[config.mk]
export PLATFORM = sky130hd
export DESIGN_NAME = wb_arbiter_rr_flat
export DESIGN_NICKNAME = d
export VERILOG_FILES = /design/src/rtl/wb_pkg.sv /design/src/rtl/wb_arbiter_rr_if.sv /design/src/rtl/wb_arbiter_rr_picker.sv /design/src/rtl/wb_arbiter_rr.sv /design/src/flat_wrapper.sv
export SDC_FILE = /design/constraint.sdc
export NUM_CORES = 1
export LEC_CHECK = 0
export BUFFER_PORTS_ARGS = -buffer_cell sky130_fd_sc_hd__buf_2
export CAP_MARGIN = 25
export CORE_AREA = 2 2 143 145
export CTS_BUF_LIST = sky130_fd_sc_hd__clkbuf_4
export DETAILED_ROUTE_END_ITERATION = 6
export DIE_AREA = 0 0 145 147
export GPL_ROUTABILITY_DRIVEN = 0
export PLACE_DENSITY = 0.5
export SLEW_MARGIN = 10
export SYNTH_ARGS = -nofsm -noshare
export SYNTH_HDL_FRONTEND = slang
export SYNTH_SLANG_ARGS = --single-unit
[constraint.sdc]
create_clock -name clk_i -period 1.6 [get_ports clk_i]
set_input_delay 0 -clock clk_i [delete_from_list [all_inputs] [get_ports clk_i]]
set_output_delay 0 -clock clk_i [all_outputs]
set_load 0.05 [all_outputs]
[src/rtl/wb_pkg.sv]
// Shared state encoding and helpers for the round-robin Wishbone arbiter.
package wb_pkg;

  localparam int unsigned MAX_MASTERS = 8;
  localparam int unsigned MAX_IDX_W   = 3;

  typedef logic [0:0] arb_state_t;
  localparam arb_state_t ST_IDLE  = 1'b0;
  localparam arb_state_t ST_OWNED = 1'b1;

  typedef logic [MAX_MASTERS-1:0] master_vec_t;

  // One-hot decode of a master index, sized for the largest supported arbiter.
  function automatic master_vec_t onehot(input logic [MAX_IDX_W-1:0] idx);
    master_vec_t v;
    v      = '0;
    v[idx] = 1'b1;
    return v;
  endfunction

endpackage

[src/rtl/wb_arbiter_rr_if.sv]
// Master-side and slave-side Wishbone signals of the arbiter, bundled in one interface.
interface wb_arbiter_rr_if #(
  parameter int unsigned NUM_MASTERS = 4,
  parameter int unsigned ADDR_WIDTH  = 16,
  parameter int unsigned DATA_WIDTH  = 32,
  parameter int unsigned SEL_WIDTH   = 8
) ();

  logic [NUM_MASTERS-1:0]            m_cyc_i;
  logic [NUM_MASTERS-1:0]            m_stb_i;
  logic [NUM_MASTERS-1:0]            m_we_i;
  logic [NUM_MASTERS*ADDR_WIDTH-1:0] m_adr_i;
  logic [NUM_MASTERS*DATA_WIDTH-1:0] m_dat_i;
  logic [NUM_MASTERS*SEL_WIDTH-1:0]  m_sel_i;
  logic [DATA_WIDTH-1:0]             m_dat_o;
  logic [NUM_MASTERS-1:0]            m_ack_o;
  logic                              s_cyc_o;
  logic                              s_stb_o;
  logic                              s_we_o;
  logic [ADDR_WIDTH-1:0]             s_adr_o;
  logic [DATA_WIDTH-1:0]             s_dat_o;
  logic [SEL_WIDTH-1:0]              s_sel_o;
  logic [DATA_WIDTH-1:0]             s_dat_i;
  logic                              s_ack_i;
  logic [NUM_MASTERS-1:0]            gnt_o;
  logic                              busy_o;

  // Arbiter view.
  modport slave (
    input  m_cyc_i, m_stb_i, m_we_i, m_adr_i, m_dat_i, m_sel_i, s_dat_i, s_ack_i,
    output m_dat_o, m_ack_o, s_cyc_o, s_stb_o, s_we_o, s_adr_o, s_dat_o, s_sel_o,
           gnt_o, busy_o
  );

  // Surrounding fabric view: drives the masters and the shared slave's responses.
  modport master (
    output m_cyc_i, m_stb_i, m_we_i, m_adr_i, m_dat_i, m_sel_i, s_dat_i, s_ack_i,
    input  m_dat_o, m_ack_o, s_cyc_o, s_stb_o, s_we_o, s_adr_o, s_dat_o, s_sel_o,
           gnt_o, busy_o
  );

endinterface

[src/rtl/wb_arbiter_rr_picker.sv]
// Combinational round-robin search: first set request after the last winner, wrapping.
module rr_picker #(
  parameter int unsigned NUM_MASTERS = 4,
  parameter int unsigned IDX_W       = 2
) (
  input  logic [NUM_MASTERS-1:0] req,
  input  logic [IDX_W-1:0]       last,
  output logic                   valid,
  output logic [IDX_W-1:0]       winner
);

  logic [31:0] idx;

  always_comb begin
    valid  = 1'b0;
    winner = '0;
    idx    = '0;
    for (int unsigned i = 1; i <= NUM_MASTERS; i++) begin
      idx = (32'(last) + i) % NUM_MASTERS;
      if (!valid && req[IDX_W'(idx)]) begin
        valid  = 1'b1;
        winner = IDX_W'(idx);
      end
    end
  end

endmodule

[src/rtl/wb_arbiter_rr.sv]
// Round-robin Wishbone classic arbiter: one owner holds the slave for its whole CYC.
module wb_arbiter_rr
  import wb_pkg::*;
#(
  parameter int unsigned NUM_MASTERS = 4,
  parameter int unsigned ADDR_WIDTH  = 16,
  parameter int unsigned DATA_WIDTH  = 32,
  parameter int unsigned SEL_WIDTH   = 8
) (
  input  logic           clk_i,
  input  logic           rst_i,
  wb_arbiter_rr_if.slave bus
);

  localparam int unsigned IDX_W = (NUM_MASTERS > 1) ? $clog2(NUM_MASTERS) : 1;

  arb_state_t             state, state_nxt;
  logic [IDX_W-1:0]       owner, owner_nxt;
  logic [IDX_W-1:0]       last, last_nxt;
  logic [IDX_W-1:0]       pick;
  logic [NUM_MASTERS-1:0] gnt, gnt_nxt;
  logic                   pick_valid;
  logic                   busy;
  logic                   owner_cyc;

  rr_picker #(
    .NUM_MASTERS (NUM_MASTERS),
    .IDX_W       (IDX_W)
  ) u_picker (
    .req    (bus.m_cyc_i),
    .last   (last),
    .valid  (pick_valid),
    .winner (pick)
  );

  // Reset points last at the top index so master 0 is searched first.
  always_ff @(posedge clk_i) begin
    if (rst_i) begin
      state <= ST_IDLE;
      gnt   <= '0;
      owner <= '0;
      last  <= IDX_W'(NUM_MASTERS - 1);
    end else begin
      state <= state_nxt;
      gnt   <= gnt_nxt;
      owner <= owner_nxt;
      last  <= last_nxt;
    end
  end

  always_comb begin
    state_nxt = state;
    gnt_nxt   = gnt;
    owner_nxt = owner;
    last_nxt  = last;
    case (state)
      ST_IDLE: begin
        if (pick_valid) begin
          state_nxt = ST_OWNED;
          gnt_nxt   = NUM_MASTERS'(onehot(MAX_IDX_W'(pick)));
          owner_nxt = pick;
          last_nxt  = pick;
        end
      end
      ST_OWNED: begin
        if (!owner_cyc) begin
          state_nxt = ST_IDLE;
          gnt_nxt   = '0;
        end
      end
      default: begin
        state_nxt = ST_IDLE;
        gnt_nxt   = '0;
      end
    endcase
  end

  assign busy      = (state == ST_OWNED);
  assign owner_cyc = bus.m_cyc_i[owner];

  // Slave side follows the owner only while owned; zero otherwise.
  assign bus.s_cyc_o = busy & owner_cyc;
  assign bus.s_stb_o = busy & owner_cyc & bus.m_stb_i[owner];
  assign bus.s_we_o  = busy & bus.m_we_i[owner];
  assign bus.s_adr_o = busy ? bus.m_adr_i[32'(owner)*ADDR_WIDTH +: ADDR_WIDTH] : '0;
  assign bus.s_dat_o = busy ? bus.m_dat_i[32'(owner)*DATA_WIDTH +: DATA_WIDTH] : '0;
  assign bus.s_sel_o = busy ? bus.m_sel_i[32'(owner)*SEL_WIDTH +: SEL_WIDTH] : '0;

  // gnt is zero when idle, so it doubles as the busy-gated owner select for ACK.
  assign bus.m_ack_o = (owner_cyc & bus.s_ack_i) ? gnt : '0;
  assign bus.m_dat_o = bus.s_dat_i;
  assign bus.gnt_o   = gnt;
  assign bus.busy_o  = busy;

endmodule

[src/flat_wrapper.sv]
// flat-port wrapper written by rule: the top's interface ports become plain ports
module wb_arbiter_rr_flat import wb_pkg::*;
#(
  parameter int unsigned NUM_MASTERS = 4,
  parameter int unsigned ADDR_WIDTH  = 16,
  parameter int unsigned DATA_WIDTH  = 32,
  parameter int unsigned SEL_WIDTH   = 8
)
  (clk_i, rst_i, bus_m_cyc_i, bus_m_stb_i, bus_m_we_i, bus_m_adr_i, bus_m_dat_i, bus_m_sel_i, bus_s_dat_i, bus_s_ack_i, bus_m_dat_o, bus_m_ack_o, bus_s_cyc_o, bus_s_stb_o, bus_s_we_o, bus_s_adr_o, bus_s_dat_o, bus_s_sel_o, bus_gnt_o, bus_busy_o);
  wb_arbiter_rr_if #(.NUM_MASTERS(NUM_MASTERS), .ADDR_WIDTH(ADDR_WIDTH), .DATA_WIDTH(DATA_WIDTH), .SEL_WIDTH(SEL_WIDTH)) bus_i ();
  input  logic clk_i;
  input  logic rst_i;
  input wire logic [$bits(bus_i.m_cyc_i)-1:0] bus_m_cyc_i;
  input wire logic [$bits(bus_i.m_stb_i)-1:0] bus_m_stb_i;
  input wire logic [$bits(bus_i.m_we_i)-1:0] bus_m_we_i;
  input wire logic [$bits(bus_i.m_adr_i)-1:0] bus_m_adr_i;
  input wire logic [$bits(bus_i.m_dat_i)-1:0] bus_m_dat_i;
  input wire logic [$bits(bus_i.m_sel_i)-1:0] bus_m_sel_i;
  input wire logic [$bits(bus_i.s_dat_i)-1:0] bus_s_dat_i;
  input wire logic [$bits(bus_i.s_ack_i)-1:0] bus_s_ack_i;
  output wire logic [$bits(bus_i.m_dat_o)-1:0] bus_m_dat_o;
  output wire logic [$bits(bus_i.m_ack_o)-1:0] bus_m_ack_o;
  output wire logic [$bits(bus_i.s_cyc_o)-1:0] bus_s_cyc_o;
  output wire logic [$bits(bus_i.s_stb_o)-1:0] bus_s_stb_o;
  output wire logic [$bits(bus_i.s_we_o)-1:0] bus_s_we_o;
  output wire logic [$bits(bus_i.s_adr_o)-1:0] bus_s_adr_o;
  output wire logic [$bits(bus_i.s_dat_o)-1:0] bus_s_dat_o;
  output wire logic [$bits(bus_i.s_sel_o)-1:0] bus_s_sel_o;
  output wire logic [$bits(bus_i.gnt_o)-1:0] bus_gnt_o;
  output wire logic [$bits(bus_i.busy_o)-1:0] bus_busy_o;
  assign bus_i.m_cyc_i = bus_m_cyc_i;
  assign bus_i.m_stb_i = bus_m_stb_i;
  assign bus_i.m_we_i = bus_m_we_i;
  assign bus_i.m_adr_i = bus_m_adr_i;
  assign bus_i.m_dat_i = bus_m_dat_i;
  assign bus_i.m_sel_i = bus_m_sel_i;
  assign bus_i.s_dat_i = bus_s_dat_i;
  assign bus_i.s_ack_i = bus_s_ack_i;
  assign bus_m_dat_o = bus_i.m_dat_o;
  assign bus_m_ack_o = bus_i.m_ack_o;
  assign bus_s_cyc_o = bus_i.s_cyc_o;
  assign bus_s_stb_o = bus_i.s_stb_o;
  assign bus_s_we_o = bus_i.s_we_o;
  assign bus_s_adr_o = bus_i.s_adr_o;
  assign bus_s_dat_o = bus_i.s_dat_o;
  assign bus_s_sel_o = bus_i.s_sel_o;
  assign bus_gnt_o = bus_i.gnt_o;
  assign bus_busy_o = bus_i.busy_o;
  wb_arbiter_rr #(.NUM_MASTERS(NUM_MASTERS), .ADDR_WIDTH(ADDR_WIDTH), .DATA_WIDTH(DATA_WIDTH), .SEL_WIDTH(SEL_WIDTH)) u_core (.clk_i(clk_i), .rst_i(rst_i), .bus(bus_i));
endmodule
# Word-level counts from Yosys, hierarchy flattened

Cells that the tools add are included.

Bits in registers: 9
Bits of input ports: 271
Output and inout port bits: 100
Logic and storage cells: 68

Add/sub/neg operators: 4
Magnitude comparators: 7
Eq/ne operators: 2
Shifts and indexed selects: 3
Muxes and demuxes: 34
Bitwise gates (word level): 5
Reductions and logical operators: 9

Operators by type and width:

| operator            | number |
|---|---|
| $shiftx 128x8->32   | 1 |
| $shiftx 64x7->16    | 1 |
| $mux 32             | 1 |
| $shiftx 32x6->8     | 1 |
| $mux 16             | 1 |
| $lt 2x3->1 const B  | 5 |
| $bmux 1 s2          | 7 |
| $mux 1              | 14 |
| $mux 4              | 3 |
| $mux 2              | 4 |
| $mux 8              | 1 |
| $pmux 4 s2          | 1 |
| $add 2x1->2 const B | 2 |
| $add 2x2->2 const B | 2 |
| $and 1x1->1         | 4 |
| $logic_and 1x1->1   | 4 |
| $lt 2x4->1 const B  | 1 |
| $reduce_and 2->1    | 2 |
| $logic_not 1->1     | 3 |
| $demux 1 s2         | 1 |
| $ge 2x1->1 const B  | 1 |
| $ne 2x1->1 const B  | 1 |
| $ne 2x2->1 const B  | 1 |
| $pmux 1 s2          | 1 |
| $not 1->1           | 1 |

# Logic depth before layout (Yosys ltp)

Depth in word-level cells: 19
Gate-level depth with buffers: 5
Gate-level depth less buffers: 4

# By module

From an unflattened synthesis, not the netlist that was laid out.

Cell total of the unflattened synthesis: 229
Area total of the unflattened synthesis: 2504.9 um2

Modules (own cells, without submodules):

| module        | instances | cells each | area each (um2) | sequential area each (um2) |
|---|---|---|---|---|
| wb_arbiter_rr | 1         | 215        | 2413.6          | 180.2 |
| rr_picker     | 1         | 14         | 91.3            | 0.0 |

# Worst setup path before layout

OpenSTA, ideal clock, no wires.

Path kind: reg-to-output
Start point: reg u_core.state, in the netlist u_core.bus.busy_o
End point: out bus_s_adr_o[10]
Arrival time: 1778 ps
Required time: 1600 ps
Setup slack: -178 ps
Stages on the path, launching flop included: 5
Path buffers: 3
Cells stage by stage: dfxtp_1 clkbuf_1 clkbuf_1 clkbuf_1 and2_1

Longest elaborated chain between the ends: 1

RTL lines:

| item                   | RTL line            | RTL |
|---|---|---|
| start, declared        | wb_arbiter_rr.sv:17 | `arb_state_t state, state_nxt;` |
| start signal, assigned | wb_arbiter_rr.sv:44 | `state <= state_nxt;` |
| $mux 16                | wb_arbiter_rr.sv:85 | `assign bus.s_adr_o = busy ? bus.m_adr_i[32'(owner)*ADDR_WIDTH +: ADDR_WIDTH] : '0;` |
| end, declared          | flat_wrapper.sv:26  | `output wire logic [$bits(bus_i.s_adr_o)-1:0] bus_s_adr_o;` |

Every way passes these cells.

# Final worst setup path

Start point: reg u_core.owner[0]
End point: out bus_s_sel_o[5]

Longest elaborated chain between the ends: 2

RTL lines:

| item                   | RTL line            | RTL |
|---|---|---|
| start, declared        | wb_arbiter_rr.sv:18 | `logic [IDX_W-1:0] owner, owner_nxt;` |
| start signal, assigned | wb_arbiter_rr.sv:46 | `owner <= owner_nxt;` |
| $shiftx 32x6->8        | wb_arbiter_rr.sv:87 | `assign bus.s_sel_o = busy ? bus.m_sel_i[32'(owner)*SEL_WIDTH +: SEL_WIDTH] : '0;` |
| $mux 8                 | wb_arbiter_rr.sv:87 |  |
| end, declared          | flat_wrapper.sv:28  | `output wire logic [$bits(bus_i.s_sel_o)-1:0] bus_s_sel_o;` |

Every way passes these cells.

==> results.json <==
{
  "p_int_mw": 1.69,
  "syn_area_um2": 2490,
  "dr.pass1.iters": 4,
  "yosysTopAreaCellShare_pct": 53.4,
  "cp.required_ns": 1.60,
  "start_kind": "flop",
  "drt_wl_total_um": 13700,
  "met3_length_um": 1100,
  "grt_max_degree": 59,
  "wl_met2_um": 6600,
  "final_nets": 771,
  "antenna_found_initial": 2,
  "path_class": "reg -> out",
  "cts_sinks": 9,
  "whs_ns": 0.0000193,
  "drt_drc_violations_left": 0,
  "setup_violations": 67,
  "dp_hpwl_um": 11000,
  "max_clock_freq_mhz": 555,
  "wl_met1_um": 5850,
  "num_io_pins": 371,
  "min_period_ns": 1.80,
  "path_clk_slew_ns": 0.06,
  "tns_ns": -9.79,
  "synth_cell_type_count": 26,
  "cap_viol_max_count": 0,
  "finalHoldViolations": 0,
  "swShare_pct": 45.5,
  "grt_pass1_wl_um": 20000,
  "coreArea_um2": 19800,
  "detail-route-antenna-nets": 0,
  "grt.total_usage_pct": 12.0,
  "drive_gt1_share_pct": 87.2,
  "slew_viol_final": 0,
  "die_h_um": 147,
  "cts-root-buf": "clkbuf_4",
  "ctsLongestPathBuffers": 2,
  "crit_fanout": 6,
  "htree_levels": 1,
  "initial_core_util_pct": 12.5,
  "layout_setup_ws_ns": -0.202,
  "ys_ff_latch": 9,
  "wl_per_cell_um": 17.8,
  "seq_power_share_pct": 9.0,
  "arrival_ns": 1.80,
  "drt_iter0_drc": 111,
  "synth_top_area_cell": "mux4_2",
  "status": "finished, violations left",
  "placementRows": 52,
  "comb_power_share_pct": 84.9,
  "clock_power_share_pct": 6.1,
  "violations": "negative setup slack",
  "grt_overflow": 0,
  "seq_area_frac_synth_pct": 7.25,
  "p_leak_nw": 2.30,
  "port-buffer-count": 306,
  "syn-num-nets": 495,
  "vias_per_cell": 4.05,
  "synthTopCellsByArea": "mux4_2, and2_1, buf_4",
  "mostFrequentLayoutCells": "buf_2, mux4_2, buf_6, and2_4, and2_1",
  "synthToLayoutAreaGrowth_pct": 98.9,
  "nFillCells": 2130,
  "p_sw_mw": 1.41,
  "end_kind": "primary output",
  "worst_clock_skew_ns": 0.000619,
  "highest_layer": "met4",
  "synth_cells": 224,
  "avgSynthCellArea_um2": 11.1,
  "dieArea_um2": 21300,
  "grt_pass1_vias": 3340,
  "cts_made_buffers": 3,
  "die_w_um": 145,
  "finalCritPeriodShare_pct": 113,
  "yosys_warnings": 0,
  "cellPowerDensity_nw_per_um2": 628,
  "irDropWorstVdd_mv": 0.494,
  "clk_latency_ns": 0.26,
  "tightest_slew_ns": 0.503,
  "hp-class": "in -> out",
  "layout_commonest_cell": "buf_2",
  "slew_headroom_pct": 66.2,
  "rsz0062_at_grt": "true",
  "cts_tree": "done",
  "dr_total_vias": 3123
}
metal layers:
| layer | up-vias | global-route usage [%] |
|---|---|---|
| met5 | - | 0 |
| met4 | 0 | 2.28 |
| met3 | 10 | 3.17 |
| met2 | 183 | 19.6 |
| met1 | 1538 | 16.1 |
| li1 | 1392 | - |
cell type report:
| cell class | instances | area [µm²] | share of cell area (%) |
|---|---|---|---|
| timing repair buffer | 325 | 2320 | 47.0 |
| multi-input combinational | 157 | 2050 | 41.4 |
| tap | 270 | 338 | 6.83 |
| sequential | 9 | 186 | 3.77 |
| clock buffer | 4 | 30.0 | 0.607 |
| inverter | 4 | 15.0 | 0.304 |
| antenna | 2 | 5.00 | 0.101 |
logic make-up after synthesis:
kind of cell | after synthesis | share of synthesized area [%]
buffers and inverters | 58 | 14.8
multiplexers | 60 | 53.8
AO/OA/AOI/OAI | 12 | 3.67
AND/OR/NAND/NOR | 85 | 20.4
flip-flops | 9 | 7.25
Yosys cell counts (all sizes together):
master  number
and3         5
nand2        5
and2        58
mux4        59
nor2         5
a21o         2
a32o         2
clkbuf      12
inv          4
or2          2
nand3        2
buf         42
nand2b       3
o21ai        1
o211a        1
mux2i        1
or3b         1
nand4        1
o22a         1
dfxtp        9
nor2b        2
nor4         1
o32ai        2
a21oi        3
timing repair:
action                                  CTS  global route
endpoints found under the setup margin   63            67
gates resized for setup                 190             1
buffers inserted                          7             0
gates cloned                              5             0
hold buffers                              0             0
worst max-delay path, stage by stage, from the launching register on:
cell	delay, ns
dfxtp_4	0.37
buf_12	0.11
buf_12	0.11
buf_16	0.12
mux4_2	0.50
and2_4	0.18
buf_6	0.14
sequential cells by signal (all words and copies together), names as in the netlist:
register           flops
u_core.owner           2
u_core.bus.gnt_o       4
u_core.bus.busy_o      1
u_core.last            2
final timing paths:
check	start	endpoint	slack, ns	cells after the start
setup / recovery	u_core.owner[0]$_SDFFE_PP0P_	bus_s_sel_o[5]	-0.20	6
hold / removal	bus_s_dat_i[10]	bus_m_dat_o[10]	0.00002	0
setup reg to reg	u_core.owner[0]$_SDFFE_PP0P_	u_core.bus.gnt_o[1]$_SDFFE_PP0P_	-0.14	6
hold reg to reg	u_core.bus.gnt_o[2]$_SDFFE_PP0P_	u_core.bus.gnt_o[2]$_SDFFE_PP0P_	0.48	2
power by group through the flow:
stage	combinational (mW)	sequential [mW]	clock, mW
2_1_floorplan	1.60	0.306	0
3_3_place_gp	2.07	0.289	0
3_5_place_dp	2.07	0.290	0
4_1_cts	2.65	0.281	0.194
5_1_grt	2.77	0.287	0.209
6_report	2.63	0.281	0.188
through the flow:
step           setup WS (ns)  util (%)  std cells  cell area [µm²]  total power, mW
5_1_grt               -0.269      24.9        771             4940             3.27
2_1_floorplan         0.0591         -        224             2500             1.91
4_1_cts               -0.216      24.9        769             4940             3.13
6_report              -0.202      24.9        771             4940             3.10
3_3_place_gp        -0.00305      20.9        754             4140             2.36
3_5_place_dp         0.00237      20.9        754             4140             2.36
Note: power is estimated with default switching activity, not from simulation.
